File: config.mk
export PLATFORM = sky130hd
export DESIGN_NAME = spi_port
export DESIGN_NICKNAME = d
export VERILOG_FILES = /design/src/rtl/spi_port_pkg.sv /design/src/rtl/spi_fifo.sv /design/src/rtl/spi_port.sv
export SDC_FILE = /design/constraint.sdc
export NUM_CORES = 1
export LEC_CHECK = 0
export CAP_MARGIN = 10
export CELL_PAD_IN_SITES_DETAIL_PLACEMENT = 1
export CELL_PAD_IN_SITES_GLOBAL_PLACEMENT = 1
export CORE_MARGIN = 5
export CORE_UTILIZATION = 44
export CTS_BUF_LIST = sky130_fd_sc_hd__clkbuf_4
export DETAILED_ROUTE_END_ITERATION = 10
export PLACE_DENSITY = 0.69
export SYNTH_ARGS = -nofsm -noshare
export SYNTH_HDL_FRONTEND = slang
export SYNTH_SLANG_ARGS = --single-unit
export TNS_END_PERCENT = 10
File: constraint.sdc
create_clock -name iClk -period 4.81 [get_ports iClk]
set_clock_uncertainty 0.1 [all_clocks]
set_input_delay 0.481 -clock iClk [delete_from_list [all_inputs] [get_ports iClk]]
set_output_delay 0.481 -clock iClk [all_outputs]
set_load 0.005 [all_outputs]
File: src/rtl/spi_port_pkg.sv
// Shared constants for the SPI host: register offsets, STATUS bit positions
// and shift-engine state encodings.
package spi_port_pkg;

  localparam logic [1:0] SPI_OFS_DATA   = 2'd0;
  localparam logic [1:0] SPI_OFS_CTRL   = 2'd1;
  localparam logic [1:0] SPI_OFS_STATUS = 2'd2;
  localparam logic [1:0] SPI_OFS_DIV    = 2'd3;

  localparam int STAT_BUSY     = 0;
  localparam int STAT_RX_AVAIL = 1;
  localparam int STAT_RX_FULL  = 2;
  localparam int STAT_TX_FULL  = 3;
  localparam int STAT_OVF      = 4;

  typedef enum logic [2:0] {
    S_IDLE = 3'd0,
    S_LOAD = 3'd1,
    S_LO   = 3'd2,
    S_HI   = 3'd3,
    S_DONE = 3'd4
  } spi_state_t;

  function automatic logic [7:0] spi_status(input logic busy, input logic rx_avail,
                                            input logic rx_full, input logic tx_full,
                                            input logic ovf);
    logic [7:0] s;
    s = '0;
    s[STAT_BUSY]     = busy;
    s[STAT_RX_AVAIL] = rx_avail;
    s[STAT_RX_FULL]  = rx_full;
    s[STAT_TX_FULL]  = tx_full;
    s[STAT_OVF]      = ovf;
    return s;
  endfunction

endpackage

File: src/rtl/spi_fifo.sv
// First-word-fall-through FIFO; a push to a full FIFO is accepted when a pop
// happens in the same cycle.
module spi_fifo #(
  parameter int WIDTH = 8,
  parameter int DEPTH = 8
) (
  input  logic                     i_clk,
  input  logic                     i_rst,
  input  logic                     i_push,
  input  logic [WIDTH-1:0]         i_din,
  input  logic                     i_pop,
  output logic [WIDTH-1:0]         o_dout,
  output logic                     o_full,
  output logic                     o_empty,
  output logic [$clog2(DEPTH):0]   o_count
);
  localparam int AW = $clog2(DEPTH);

  logic [WIDTH-1:0] r_mem [DEPTH];
  logic [AW:0]      r_wr_ptr, r_rd_ptr;
  logic             w_full, w_empty, w_push_ok, w_pop_ok;

  // Extra pointer MSB tells full from empty when the indices match.
  assign w_full    = (r_wr_ptr[AW] != r_rd_ptr[AW]) && (r_wr_ptr[AW-1:0] == r_rd_ptr[AW-1:0]);
  assign w_empty   = (r_wr_ptr == r_rd_ptr);
  assign w_pop_ok  = i_pop && !w_empty;
  assign w_push_ok = i_push && (!w_full || w_pop_ok);

  always_ff @(posedge i_clk) begin
    if (w_push_ok) r_mem[r_wr_ptr[AW-1:0]] <= i_din;
  end

  always_ff @(posedge i_clk) begin
    if (i_rst) begin
      r_wr_ptr <= '0;
      r_rd_ptr <= '0;
    end else begin
      if (w_push_ok) r_wr_ptr <= r_wr_ptr + 1'b1;
      if (w_pop_ok)  r_rd_ptr <= r_rd_ptr + 1'b1;
    end
  end

  assign o_dout  = r_mem[r_rd_ptr[AW-1:0]];
  assign o_full  = w_full;
  assign o_empty = w_empty;
  assign o_count = r_wr_ptr - r_rd_ptr;

endmodule

File: src/rtl/spi_port.sv
// IO-mapped SPI host (mode 0, MSB first) with TX/RX FIFOs, chip-select and divider
// registers. Define SPI_PORT_IRQ_EN to add the oIrq output and the CTRL[7] enable.
module spi_port
  import spi_port_pkg::*;
#(
  parameter logic [11:0] BASE        = 12'h0B8,
  parameter int          NUM_CS      = 2,
  parameter int          FIFO_DEPTH  = 8,
  parameter logic [7:0]  DEFAULT_DIV = 8'd7
) (
  input  logic              iClk,
  input  logic              iRst,
  input  logic [19:0]       iAddr,
  input  logic [7:0]        iData,
  input  logic              iWr,
  input  logic              iRd,
  output logic              oSel,
  output logic [7:0]        oData,
  output logic              oSck,
  output logic              oMosi,
  input  logic              iMiso,
  output logic [NUM_CS-1:0] oCs,
`ifdef SPI_PORT_IRQ_EN
  output logic              oIrq,
`endif
  output logic              oBusy
);
  localparam int CW = $clog2(FIFO_DEPTH) + 1;

  logic w_hit, w_wr, w_rd, w_busy, w_ien, w_ovf_set;
  logic [1:0] w_ofs;
  logic [7:0] w_rd_data, w_ctrl_rd;

  logic          w_tx_push, w_tx_pop, w_tx_full, w_tx_empty;
  logic          w_rx_push, w_rx_pop, w_rx_full, w_rx_empty;
  logic [7:0]    w_tx_dout, w_rx_dout;
  logic [CW-1:0] w_tx_count, w_rx_count;

  spi_state_t        r_state, w_state_next;
  logic [7:0]        r_cnt, w_cnt_next, r_shift, w_shift_next, r_rx, w_rx_next;
  logic [7:0]        r_div_lat, w_div_lat_next, r_div;
  logic [2:0]        r_bit, w_bit_next;
  logic              r_sck, w_sck_next, r_mosi, w_mosi_next, r_ovf;
  logic [NUM_CS-1:0] r_cs;

  assign w_hit = (iAddr[11:2] == BASE[11:2]);
  assign w_wr  = iWr && w_hit;
  assign w_rd  = iRd && w_hit;
  assign w_ofs = iAddr[1:0];

  assign w_tx_push = w_wr && (w_ofs == SPI_OFS_DATA);
  assign w_tx_pop  = (r_state == S_LOAD);
  assign w_rx_push = (r_state == S_DONE);
  assign w_rx_pop  = w_rd && (w_ofs == SPI_OFS_DATA);
  assign w_ovf_set = (w_tx_push && w_tx_full && !w_tx_pop) ||
                     (w_rx_push && w_rx_full && !w_rx_pop);
  assign w_busy    = (r_state != S_IDLE) || !w_tx_empty;

  spi_fifo #(.WIDTH(8), .DEPTH(FIFO_DEPTH)) u_tx_fifo (
    .i_clk(iClk), .i_rst(iRst), .i_push(w_tx_push), .i_din(iData), .i_pop(w_tx_pop),
    .o_dout(w_tx_dout), .o_full(w_tx_full), .o_empty(w_tx_empty), .o_count(w_tx_count)
  );

  spi_fifo #(.WIDTH(8), .DEPTH(FIFO_DEPTH)) u_rx_fifo (
    .i_clk(iClk), .i_rst(iRst), .i_push(w_rx_push), .i_din(r_rx), .i_pop(w_rx_pop),
    .o_dout(w_rx_dout), .o_full(w_rx_full), .o_empty(w_rx_empty), .o_count(w_rx_count)
  );

  always_comb begin
    w_state_next   = r_state;
    w_cnt_next     = r_cnt;
    w_bit_next     = r_bit;
    w_shift_next   = r_shift;
    w_rx_next      = r_rx;
    w_div_lat_next = r_div_lat;
    w_sck_next     = r_sck;
    w_mosi_next    = r_mosi;
    unique case (r_state)
      S_IDLE: if (!w_tx_empty) w_state_next = S_LOAD;
      S_LOAD: begin
        w_shift_next   = w_tx_dout;
        w_div_lat_next = r_div;
        w_mosi_next    = w_tx_dout[7];
        w_cnt_next     = '0;
        w_bit_next     = 3'd7;
        w_sck_next     = 1'b0;
        w_state_next   = S_LO;
      end
      S_LO: begin
        if (r_cnt == r_div_lat) begin
          w_state_next = S_HI;
          w_cnt_next   = '0;
          w_sck_next   = 1'b1;
          w_rx_next    = {r_rx[6:0], iMiso};
        end else begin
          w_cnt_next = r_cnt + 8'd1;
        end
      end
      S_HI: begin
        if (r_cnt == r_div_lat) begin
          w_cnt_next = '0;
          w_sck_next = 1'b0;
          if (r_bit == 3'd0) begin
            w_state_next = S_DONE;
            w_mosi_next  = 1'b1;
          end else begin
            w_state_next = S_LO;
            w_bit_next   = r_bit - 3'd1;
            w_shift_next = {r_shift[6:0], 1'b0};
            w_mosi_next  = r_shift[6];
          end
        end else begin
          w_cnt_next = r_cnt + 8'd1;
        end
      end
      S_DONE: begin
        w_mosi_next  = 1'b1;
        w_state_next = w_tx_empty ? S_IDLE : S_LOAD;
      end
      default: w_state_next = S_IDLE;
    endcase
  end

  always_ff @(posedge iClk) begin
    if (iRst) begin
      r_state   <= S_IDLE;
      r_cnt     <= '0;
      r_bit     <= '0;
      r_shift   <= '0;
      r_rx      <= '0;
      r_div_lat <= '0;
      r_sck     <= 1'b0;
      r_mosi    <= 1'b1;
    end else begin
      r_state   <= w_state_next;
      r_cnt     <= w_cnt_next;
      r_bit     <= w_bit_next;
      r_shift   <= w_shift_next;
      r_rx      <= w_rx_next;
      r_div_lat <= w_div_lat_next;
      r_sck     <= w_sck_next;
      r_mosi    <= w_mosi_next;
    end
  end

  always_comb begin
    w_ctrl_rd               = '0;
    w_ctrl_rd[NUM_CS-1:0]   = r_cs;
    w_ctrl_rd[7]            = w_ien;
    case (w_ofs)
      SPI_OFS_DATA:   w_rd_data = w_rx_empty ? 8'hFF : w_rx_dout;
      SPI_OFS_CTRL:   w_rd_data = w_ctrl_rd;
      SPI_OFS_STATUS: w_rd_data = spi_status(w_busy, !w_rx_empty, w_rx_full, w_tx_full, r_ovf);
      default:        w_rd_data = r_div;
    endcase
  end

  // An overflow in the same cycle as a STATUS read stays set so it is not lost.
  always_ff @(posedge iClk) begin
    if (iRst) begin
      r_cs  <= '1;
      r_div <= DEFAULT_DIV;
      r_ovf <= 1'b0;
      oSel  <= 1'b0;
      oData <= 8'h00;
    end else begin
      if (w_wr && (w_ofs == SPI_OFS_CTRL)) r_cs  <= iData[NUM_CS-1:0];
      if (w_wr && (w_ofs == SPI_OFS_DIV))  r_div <= iData;
      if (w_ovf_set)                                  r_ovf <= 1'b1;
      else if (w_rd && (w_ofs == SPI_OFS_STATUS))     r_ovf <= 1'b0;
      oSel  <= w_rd;
      oData <= w_rd ? w_rd_data : 8'hFF;
    end
  end

`ifdef SPI_PORT_IRQ_EN
  logic r_ien, r_irq, w_ien_next, w_rx_avail_next, w_rx_push_ok, w_rx_pop_ok;

  assign w_rx_pop_ok     = w_rx_pop && !w_rx_empty;
  assign w_rx_push_ok    = w_rx_push && (!w_rx_full || w_rx_pop_ok);
  assign w_rx_avail_next = w_rx_push_ok || (w_rx_pop_ok ? (w_rx_count > CW'(1)) : !w_rx_empty);
  assign w_ien_next      = (w_wr && (w_ofs == SPI_OFS_CTRL)) ? iData[7] : r_ien;

  // Computed from next-state values so oIrq tracks the condition without extra lag.
  always_ff @(posedge iClk) begin
    if (iRst) begin
      r_ien <= 1'b0;
      r_irq <= 1'b0;
    end else begin
      r_ien <= w_ien_next;
      r_irq <= w_ien_next && w_rx_avail_next && (w_state_next == S_IDLE);
    end
  end

  assign w_ien = r_ien;
  assign oIrq  = r_irq;
`else
  assign w_ien = 1'b0;
`endif

  logic w_unused;
  assign w_unused = ^{iAddr[19:12], iData, w_tx_count, w_rx_count};

  assign oSck  = r_sck;
  assign oMosi = r_mosi;
  assign oCs   = r_cs;
  assign oBusy = w_busy;

endmodule
==> metrics.cfg <==
[logic_synthesis]
yosysWarnings=0
synth_compound_area_frac=0.0820
synthSimpleGateAreaFrac=0.105
synth_cell_type_count=57
yosys.area.top_type=edfxtp_1
syn_area_sq_um=8660
ys_seq_area_frac=0.631
synth_top_family_by_area=multiplexers
synth_edf_count=128
netlist.area_leader.share=0.444
ys_seq_elements=209
syn_nets=682
synthAdderAreaFrac=0.0101
synthMuxAreaShare=0.117
yosysMostFrequentCell=edfxtp_1
synthArstFlopShare=0
synth-xor-area-share=0.0283
synth.avg_cell_area_sq_um=13.5
synthFlopType=edfxtp_1
synth_commonest_cells=128 x edfxtp_1, 81 x dfxtp_1, 47 x nor2_1
syn_inst=642
synth.area.top_cells=edfxtp_1 44%, dfxtp_1 19%, mux4_2 7.8%

[clock_network]
clk_pin_slew_ps=70
cts_buffers=54
cts_resized=0
cts_tree=done
cts_hold_buf=0
htree_levels=2
cts_buffer_depth=3
clock_latency_ps=680
cts_setup_buffers=0
clock-sinks=209
cts_root_buf=clkbuf_4

[setup_path]
crit_path_max_incr_delay_ps=660
cp_cell_sequence=xor2_1 > or4b_1 > or4_4 > clkdlybuf4s50_1
cp_slowest_cell=or4b_1
worst_r2r_startpoint=r_state[0]
setup.worst_path.start_class=register
arrival_ps=3040
reg2reg_to=u_tx_fifo.r_mem[2][3]
critical_path.max_fanout=11
worstSetupPathDepth=4
cp-end-kind=primary output
required_ps=4230
cp_top_family=simple AND/OR/NAND/NOR gates
path_buf_inv=1
r2r_setup_slack_ps=1860
r2r_cells=5
worst-setup-path-type=reg2out

[outcome]
status=complete, no violations

[placed_design]
io_buffers=38
dp_hpwl_mm=13.8
placed_area_sq_um=9360
gp_congestion=0.775
post-place-ws_ps=1210

[floorplan]
rows=51
start_util=0.447
die_x_microns=150
io_pins=47
coreArea_sq_um=19400
dieArea_sq_um=22600
die_y_microns=150

[global_routing]
grt_use_total=0.190
overflow=0
antenna_found_initial=1
grt_max_degree=77
grt_pass1_wl_mm=33.2
grt_pass1_vias=6022

[routing]
first_pass_iters=4
routed_wl_mm=20.5
wire_per_inst_microns=20.0
dr.first_iter.drc_count=288
vias=5587
drtAntennaViolNets=0
drc=0
viasPerCell=5.46

[hold_path]
hold_path_class=in2reg
hold_depth=3
min_from=iMiso
min_to=r_rx[0]

[pwr]
p_clk_frac=0.427
seq_power_share=0.552
combPwrFrac=0.021
p_int_mw=2.67
ir_drop_uv=212
power_switching_uw=758
power_density_nw_per_um2=342
leakage_nw=3.49
switching_share=0.221

[cells_and_area]
num-nets-final=757
final_cell_area_sq_um=10000
final_util=0.517
drive_above_1_share=0.208
area_growth_pct=15.8

[timing]
setup_slack_ps=1190
rsz0062_at_grt=no
tns_ps=0
max_slew_margin=0.246
drv_slew=0
worst_slew_pin_slew_ps=1130
min_period_over_period=0.752
hold_violations=0
timing.final.crit_period_ps=3620
fmax_mhz=276
setup_viol=0

[flow_run]
max_cap_violations=0

worst min-delay path, delay by kind of cell:
family / cells / cell delay, ps
and+or+nand+nor: 1 / 60
muxes: 1 / 130
buffers and inverters: 1 / 390
per-layer routing:
layer	routed length, microns	share of wire	GRT usage
met1	8800	0.43	0.242
met2	10200	0.50	0.316
met3	916	0.045	0.0439
met4	557	0.027	0.0746
met5	0	0	0
power by group through the flow:
stage / combinational [mW] / clock, mW / sequential, mW
finish: 0.0707 / 1.46 / 1.89
global route: 0.0760 / 1.64 / 1.89
CTS: 0.0712 / 1.52 / 1.89
detailed placement: 0.0713 / 0 / 1.93
global placement: 0.0689 / 0 / 1.93
floorplan: 0.0232 / 0 / 1.93
kinds of logic after synthesis:
logic type | count (synthesis)
DFF | 209
and+or+nand+nor | 171
adders and majority gates | 7
muxes | 63
buffers and inverters | 55
xor gates and xnor gates | 28
AOI/OAI and AO/OA | 109
sequential cells by signal (all words and copies together) (netlist names), named ones only:
| name | count |
|---|---|
| oSel | 1 |
| r_ovf | 1 |
| u_tx_fifo.r_mem | 64 |
| r_cnt | 8 |
| oSck | 1 |
| oMosi | 1 |
| u_tx_fifo.r_wr_ptr | 4 |
| r_div | 8 |
| u_rx_fifo.r_mem | 64 |
| u_tx_fifo.r_rd_ptr | 4 |
| r_rx | 8 |
| r_bit | 3 |
| u_rx_fifo.r_wr_ptr | 4 |
| oCs | 2 |
| r_state | 3 |
| r_shift | 7 |
| oData | 8 |
| r_div_lat | 8 |
| u_rx_fifo.r_rd_ptr | 4 |
cells in the final DEF (no fill, tap or decap), drive strengths merged, types with 3 or more instances in the layout:
cell,count
edfxtp,128
dfxtp,81
clkbuf,78
nor2,47
nand2,39
a21oi,38
clkdlybuf4s50,37
mux4,30
mux2i,25
o21ai,21
buf,21
inv,19
xor2,18
clkinv,16
nand3,15
nor3,11
xnor2,10
nor2b,10
nor3b,9
mux2,8
a31oi,8
ha,7
nor4,7
nand4,6
a211o,5
nor4b,5
or2,4
a211oi,4
nand3b,4
o22a,4
o32ai,4
a21o,4
nand2b,3
a22o,3
a221oi,3
and3,3
cell type report:
| type | count | area [sq um] |
|---|---|---|
| fillers | 1998 | 9360 |
| flip-flops and latches | 209 | 5470 |
| multi-input cells | 378 | 2980 |
| clock buffers | 78 | 586 |
| repair buffers | 58 | 523 |
| well taps | 265 | 332 |
| clock inverters | 19 | 83.8 |
| inverters | 16 | 60.1 |
| diodes | 1 | 2.50 |
how the worst max path moves through the flow:
stage,to,slack (ps),start
4_1_cts,oBusy,1120,u_tx_fifo.r_wr_ptr[0]
3_3_place_gp,u_rx_fifo.r_mem[4][0],1310,iAddr[0]
6_report,oBusy,1190,u_tx_fifo.r_wr_ptr[0]
5_1_grt,oBusy,980,u_tx_fifo.r_wr_ptr[0]
2_1_floorplan,u_rx_fifo.r_mem[0][0],1920,iAddr[2]
3_5_place_dp,u_rx_fifo.r_mem[4][1],1210,iAddr[0]
metrics by stage:
step	hold slack, ps	power [mW]	instances
2_1_floorplan	337	1.96	642
3_3_place_gp	359	2.00	925
3_5_place_dp	364	2.00	925
4_1_cts	247	3.48	1022
5_1_grt	259	3.61	1024
6_report	328	3.43	1024
No activity file was read; power rests on OpenSTA's default activity.
